## src/rtl/rs_issue_sched_pkg.sv

```systemverilog
// Shared types and per-station defaults for the reservation-station issue scheduler.
// No logic: types, sizing constants and a saturating-increment helper.
// Imported by rs_age_matrix and rs_issue_sched.
package rs_issue_sched_pkg;

    typedef enum logic {
        SCHED_SELECT = 1'b0,
        SCHED_HOLD   = 1'b1
    } rs_sched_state_t;

    localparam int RS_DEPTH_INT  = 8;
    localparam int RS_DEPTH_INTM = 4;
    localparam int RS_DEPTH_BR   = 4;
    localparam int RS_DEPTH_MEM  = 8;

    localparam int PERF_CNT_W = 32;

    function automatic logic [PERF_CNT_W-1:0] sat_inc(input logic [PERF_CNT_W-1:0] v);
        return (&v) ? v : v + PERF_CNT_W'(1);
    endfunction

endpackage

```

## src/rtl/rs_age_matrix.sv

```systemverilog
// Age matrix for one RS: older[i][j]=1 means entry j is older than entry i.
// Latency: oldest is combinational from req; matrix updates on the clock edge.
// Backpressure: none; alloc/free are applied every edge, flush clears everything.
module rs_age_matrix
    import rs_issue_sched_pkg::*;
#(
    parameter int RS_DEPTH = 8
) (
    input  logic                clk,
    input  logic                rst,
    input  logic                flush,
    input  logic [RS_DEPTH-1:0] alloc_en,
    input  logic [RS_DEPTH-1:0] entry_valid,
    input  logic [RS_DEPTH-1:0] freed,
    input  logic [RS_DEPTH-1:0] req,
    output logic [RS_DEPTH-1:0] oldest
);

    logic [RS_DEPTH-1:0] older   [RS_DEPTH];
    logic [RS_DEPTH-1:0] row_new [RS_DEPTH];

    // A new entry is younger than every surviving entry and than lower-index co-allocations.
    always_comb begin
        for (int i = 0; i < RS_DEPTH; i++) begin
            row_new[i] = ((entry_valid & ~freed & ~alloc_en)
                          | (alloc_en & ((RS_DEPTH'(1) << i) - RS_DEPTH'(1))))
                         & ~(RS_DEPTH'(1) << i);
        end
    end

    always_ff @(posedge clk) begin
        if (rst || flush) begin
            for (int i = 0; i < RS_DEPTH; i++) begin
                older[i] <= '0;
            end
        end else begin
            for (int i = 0; i < RS_DEPTH; i++) begin
                if (alloc_en[i]) begin
                    older[i] <= row_new[i];
                end else begin
                    older[i] <= older[i] & ~alloc_en;
                end
            end
        end
    end

    always_comb begin
        oldest = '0;
        for (int i = 0; i < RS_DEPTH; i++) begin
            oldest[i] = req[i] && !(|(older[i] & req));
        end
    end

    a_oldest_onehot: assert property (@(posedge clk) disable iff (rst) $onehot0(oldest));

endmodule

```

## src/rtl/rs_issue_sched.sv

```systemverilog
// Oldest-ready issue scheduler for one RS; optional perf counters under RS_ISSUE_PERF_EN.
// Latency: entry_ready -> issue_valid combinational in SELECT; issue_fire is combinational.
// Backpressure: fu_ready low holds the offered index stable (HOLD) until accepted.
module rs_issue_sched
    import rs_issue_sched_pkg::*;
#(
    parameter  int RS_DEPTH = 8,
    localparam int IDX_W    = $clog2(RS_DEPTH)
) (
    input  logic                clk,
    input  logic                rst,
    input  logic                flush,
    input  logic [RS_DEPTH-1:0] alloc_en,
    input  logic [RS_DEPTH-1:0] entry_valid,
    input  logic [RS_DEPTH-1:0] entry_ready,
    output logic                issue_valid,
    output logic [IDX_W-1:0]    issue_idx,
    input  logic                fu_ready,
    output logic                issue_fire
);

    rs_sched_state_t     state;
    logic [IDX_W-1:0]    lock_idx;
    logic [RS_DEPTH-1:0] cand;
    logic [RS_DEPTH-1:0] oldest;
    logic [RS_DEPTH-1:0] freed;
    logic [RS_DEPTH-1:0] alloc_eff;
    logic [IDX_W-1:0]    sel_idx;

    assign cand      = entry_valid & entry_ready;
    assign freed     = issue_fire ? (RS_DEPTH'(1) << issue_idx) : '0;
    assign alloc_eff = flush ? '0 : alloc_en;

    rs_age_matrix #(
        .RS_DEPTH (RS_DEPTH)
    ) u_age (
        .clk         (clk),
        .rst         (rst),
        .flush       (flush),
        .alloc_en    (alloc_eff),
        .entry_valid (entry_valid),
        .freed       (freed),
        .req         (cand),
        .oldest      (oldest)
    );

    always_comb begin
        sel_idx = '0;
        for (int i = 0; i < RS_DEPTH; i++) begin
            if (oldest[i]) begin
                sel_idx = IDX_W'(i);
            end
        end
    end

    always_comb begin
        if (rst || flush) begin
            issue_valid = 1'b0;
        end else if (state == SCHED_HOLD) begin
            issue_valid = 1'b1;
        end else begin
            issue_valid = |cand;
        end
    end

    assign issue_idx  = (state == SCHED_HOLD) ? lock_idx : sel_idx;
    assign issue_fire = issue_valid && fu_ready;

    // Lock clears on the accepting edge, which is also when the RS frees the entry.
    always_ff @(posedge clk) begin
        if (rst || flush) begin
            state    <= SCHED_SELECT;
            lock_idx <= '0;
        end else begin
            case (state)
                SCHED_SELECT: begin
                    if (issue_valid && !fu_ready) begin
                        state    <= SCHED_HOLD;
                        lock_idx <= sel_idx;
                    end
                end
                SCHED_HOLD: begin
                    if (fu_ready) begin
                        state    <= SCHED_SELECT;
                        lock_idx <= '0;
                    end
                end
            endcase
        end
    end

`ifdef RS_ISSUE_PERF_EN
    logic [PERF_CNT_W-1:0] perf_issue_cnt;
    logic [PERF_CNT_W-1:0] perf_fu_stall_cnt;
    logic [PERF_CNT_W-1:0] perf_no_ready_cnt;

    always_ff @(posedge clk) begin
        if (rst) begin
            perf_issue_cnt    <= '0;
            perf_fu_stall_cnt <= '0;
            perf_no_ready_cnt <= '0;
        end else begin
            if (issue_fire) begin
                perf_issue_cnt <= sat_inc(perf_issue_cnt);
            end
            if (issue_valid && !fu_ready) begin
                perf_fu_stall_cnt <= sat_inc(perf_fu_stall_cnt);
            end
            if ((|entry_valid) && (cand == '0)) begin
                perf_no_ready_cnt <= sat_inc(perf_no_ready_cnt);
            end
        end
    end
`endif

    a_no_alloc_on_issue: assert property (@(posedge clk) disable iff (rst)
        !(issue_fire && alloc_eff[issue_idx]));

    a_lock_valid: assert property (@(posedge clk) disable iff (rst)
        (state == SCHED_HOLD) |-> entry_valid[lock_idx]);

endmodule

```

## config.mk

```make
export PLATFORM = sky130hd
export DESIGN_NAME = rs_issue_sched
export DESIGN_NICKNAME = d
export VERILOG_FILES = /design/src/rtl/rs_issue_sched_pkg.sv /design/src/rtl/rs_age_matrix.sv /design/src/rtl/rs_issue_sched.sv
export SDC_FILE = /design/constraint.sdc
export NUM_CORES = 1
export LEC_CHECK = 0
export ABC_AREA = 0
export CAP_MARGIN = 20
export CORE_MARGIN = 2
export CORE_UTILIZATION = 50
export DETAILED_ROUTE_END_ITERATION = 12
export GPL_TIMING_DRIVEN = 0
export PLACE_DENSITY = 0.7
export SETUP_SLACK_MARGIN = 0.15
export SLEW_MARGIN = 0
export SYNTH_ARGS = -nofsm -noshare
export SYNTH_HDL_FRONTEND = slang
export SYNTH_HIERARCHICAL = 1
export SYNTH_SLANG_ARGS = --single-unit
```

## constraint.sdc

```tcl
create_clock -name clk -period 5.4 [get_ports clk]
set_input_delay 1.08 -clock clk [delete_from_list [all_inputs] [get_ports clk]]
set_output_delay 1.08 -clock clk [all_outputs]
set_load 0.02 [all_outputs]
```

==> results.tsv <==
stage	metric	value	unit
status	status	complete, no violations	
clock_tree	H-tree depth	3	
clock_tree	# hold bufs at CTS	0	
detailed_routing	drt pass-1 iters	5	
setup_path	Arr. time, crit path	3890	ps
clock_tree	worst-skew pair later-pin latency	340	ps
global_route	first-pass GRT wire length	14.87	mm
timing	Achievable Freq	201.4	MHz
die	core area	6869	um2
clock_tree	Worst-path clk slew	70	ps
detailed_routing	WL final	9.942	mm
setup_path	worst reg2reg endpoint	u_age/older[0][59]$_SDFFCE_PP0P_	
power_and_ir_drop	P_leak	1.676	nW
finish	area grow syn2layout	23.72	%
clock_tree	Root Driver	clkbuf_8	
timing	Final setup viols	0	
flow_run	max-cap violations	0	
global_route	largest net degree at the start of global routing	16	
timing	Slew @ Worst Pin	695.0	ps
timing	RSZ-0062 raised after global routing	false	
place	port bufs	31	
setup_path	CP peak stage delay	540	ps
setup_path	flop-to-flop setup slack	2460	ps
synth	mapped cell area	3587	um2
die	Die X	88.70	um
min_path	Worst Hold End	lock_idx[1]$_SDFFE_PP0P_	
timing	Clock Skew	12.10	ps
min_path	hold path start	lock_idx[1]$_SDFFE_PP0P_	
clock_tree	CTS resizes	0	
clock_tree	CTS tree	yes	
setup_path	critical-path cell list	clkdlybuf4s50_1 -> and2_1 -> clkbuf_1 -> a22oi_1 -> nand4_1 -> nor2_1 -> inv_1 -> a21o_1 -> o31ai_4 -> inv_1 -> clkdlybuf4s50_1	
detailed_routing	Final ANT Viol Nets	0	
setup_path	CP max FO	7	
setup_path	Levels on crit path	11	
synth	Post-Syn Instances	359	
timing	max-slew violations	0	
finish	NumNets Final	484	
setup_path	Buf/Inv on CP	5	
setup_path	Reg2Reg Depth	11	
clock_tree	Setup Fix Bufs, Post-CTS	0	
power_and_ir_drop	peak supply drop	0.0001929	V
die	full die area	7868	um2
setup_path	CP Launch Type	primary input	
setup_path	crit-path leading delay family	buffers and inverters	
synth	Avg Inst Size Synth	9.992	um2
timing	crit share post-route	0.9197	
min_path	hold depth	2	
min_path	Hold Crit Class	flop to flop	
timing	Rel. slew slack	0.5357	
timing	setup TNS	0	ps
global_route	gr usage total	0.2602	
place	Post-DP HPWL	7.231	mm
detailed_routing	drt initial violations	273	
global_route	vias in the first global route	2915	
die	Die Span Y	88.70	um
setup_path	Crit path required time	4320	ps
die	IO Pins	33	
timing	crit path time final	4966	ps
global_route	GRT Residual Overflow	0	
place	GPL Wtd Cong	0.8876	
setup_path	slowest CP cell	clkdlybuf4s50_1	
detailed_routing	vias per cell	5.558	
finish	ANT cells	0	
global_route	antenna violations before repair	0	
power_and_ir_drop	pwr/cell area	264.6	nW/um2
setup_path	Crit. End Element	primary output	
clock_tree	Max Root-Sink Buffers	2	
setup_path	Crit Path Category	primary input to primary output	
finish	post-layout util	0.6461	
finish	share of layout cells above drive strength 1	0.1065	
detailed_routing	drt drc	0	
die	Starting Density	0.5222	
setup_path	r2r startpoint	u_age/older[0][28]$_SDFFCE_PN0P_	
detailed_routing	drt wl/cell	17.88	um
synth	synth warn	6	
clock_tree	Clock Sink Count	60	
clock_tree	clock buffer count from CTS	9	
die	# rows	30	
timing	final hold vios	0	
detailed_routing	DR vias	3090	
## final cells by class
type / instances / area (um2)
sequential: 60 / 1762
multi-input combinational: 314 / 1847
clock inverter: 5 / 77.57
inverter: 8 / 30.03
fill: 592 / 2431
timing repair buffer: 31 / 310.3
clock buffer: 10 / 127.6
buffer: 32 / 163.9
tap: 96 / 120.1
## layout by cell type, fill, tap and decap left out, types with 4 or more instances in the layout
| master | count |
|---|---|
| a32o_1 | 13 |
| nand3_1 | 17 |
| nand2_1 | 22 |
| clkdlybuf4s50_1 | 31 |
| clkbuf_8 | 9 |
| nand4_1 | 4 |
| edfxtp_1 | 56 |
| mux2i_1 | 23 |
| clkbuf_1 | 15 |
| nor2b_1 | 18 |
| inv_1 | 8 |
| and2_1 | 7 |
| dfxtp_1 | 4 |
| conb_1 | 56 |
| o21ai_0 | 18 |
| buf_2 | 14 |
| nor2_1 | 55 |
| a22oi_1 | 21 |
| nand4b_1 | 5 |
| nor3_2 | 5 |
| nor3_1 | 18 |
## metal layers
metal  GRT usage  wire (um)  vias to the layer above
met5           0          0                        -
met4     0.09917        208                        0
met3     0.04851        705                       22
met2      0.4199       4618                      144
met1      0.3486       4409                     1474
li1            -          -                     1450
## worst max path at each step
stage,from,endpoint,slack [ps]
after global placement,entry_valid[4],issue_idx[0],370
final,entry_valid[4],issue_idx[0],430
after floorplan,entry_valid[4],issue_idx[0],1690
after detailed placement,entry_valid[4],issue_idx[0],380
after CTS,entry_valid[4],issue_idx[0],360
after global routing,entry_valid[4],issue_idx[0],280
## sequential cells by signal, summed over array words and instances, names as in the netlist
| signal | cells |
|---|---|
| lock_idx | 3 |
| state | 1 |
| u_age/older | 56 |
## per-stage QoR
step                cells  total power [W]  setup slack (ps)  hold slack [ps]  cell area [um2]
global placement      541        0.0007377             374.3            484.2             4224
floorplan             414        0.0006725              1686            458.8             3794
detailed placement    541        0.0007410             376.9            491.7             4224
global route          556         0.001218             277.1            516.9             4438
finish                556         0.001174             433.7            493.2             4438
CTS                   556         0.001174             357.5            499.2             4429
## worst reg2reg max path: cells and delay by family, from the launching register on
family,cells,cell delay [ps]
multiplexers,1,270
flip-flops,1,400
AND/OR/NAND/NOR,7,1270
AO/OA/AOI/OAI,3,750
## where the power goes
| part | internal [W] | switching [W] | leakage, nW |
|---|---|---|---|
| clock | 0.000256 | 0.000180 | 0.102 |
| sequential | 0.000536 | 0.0000133 | 0.609 |
| combinational | 0.0000756 | 0.000114 | 0.964 |
(Power assumes the default switching activity.)
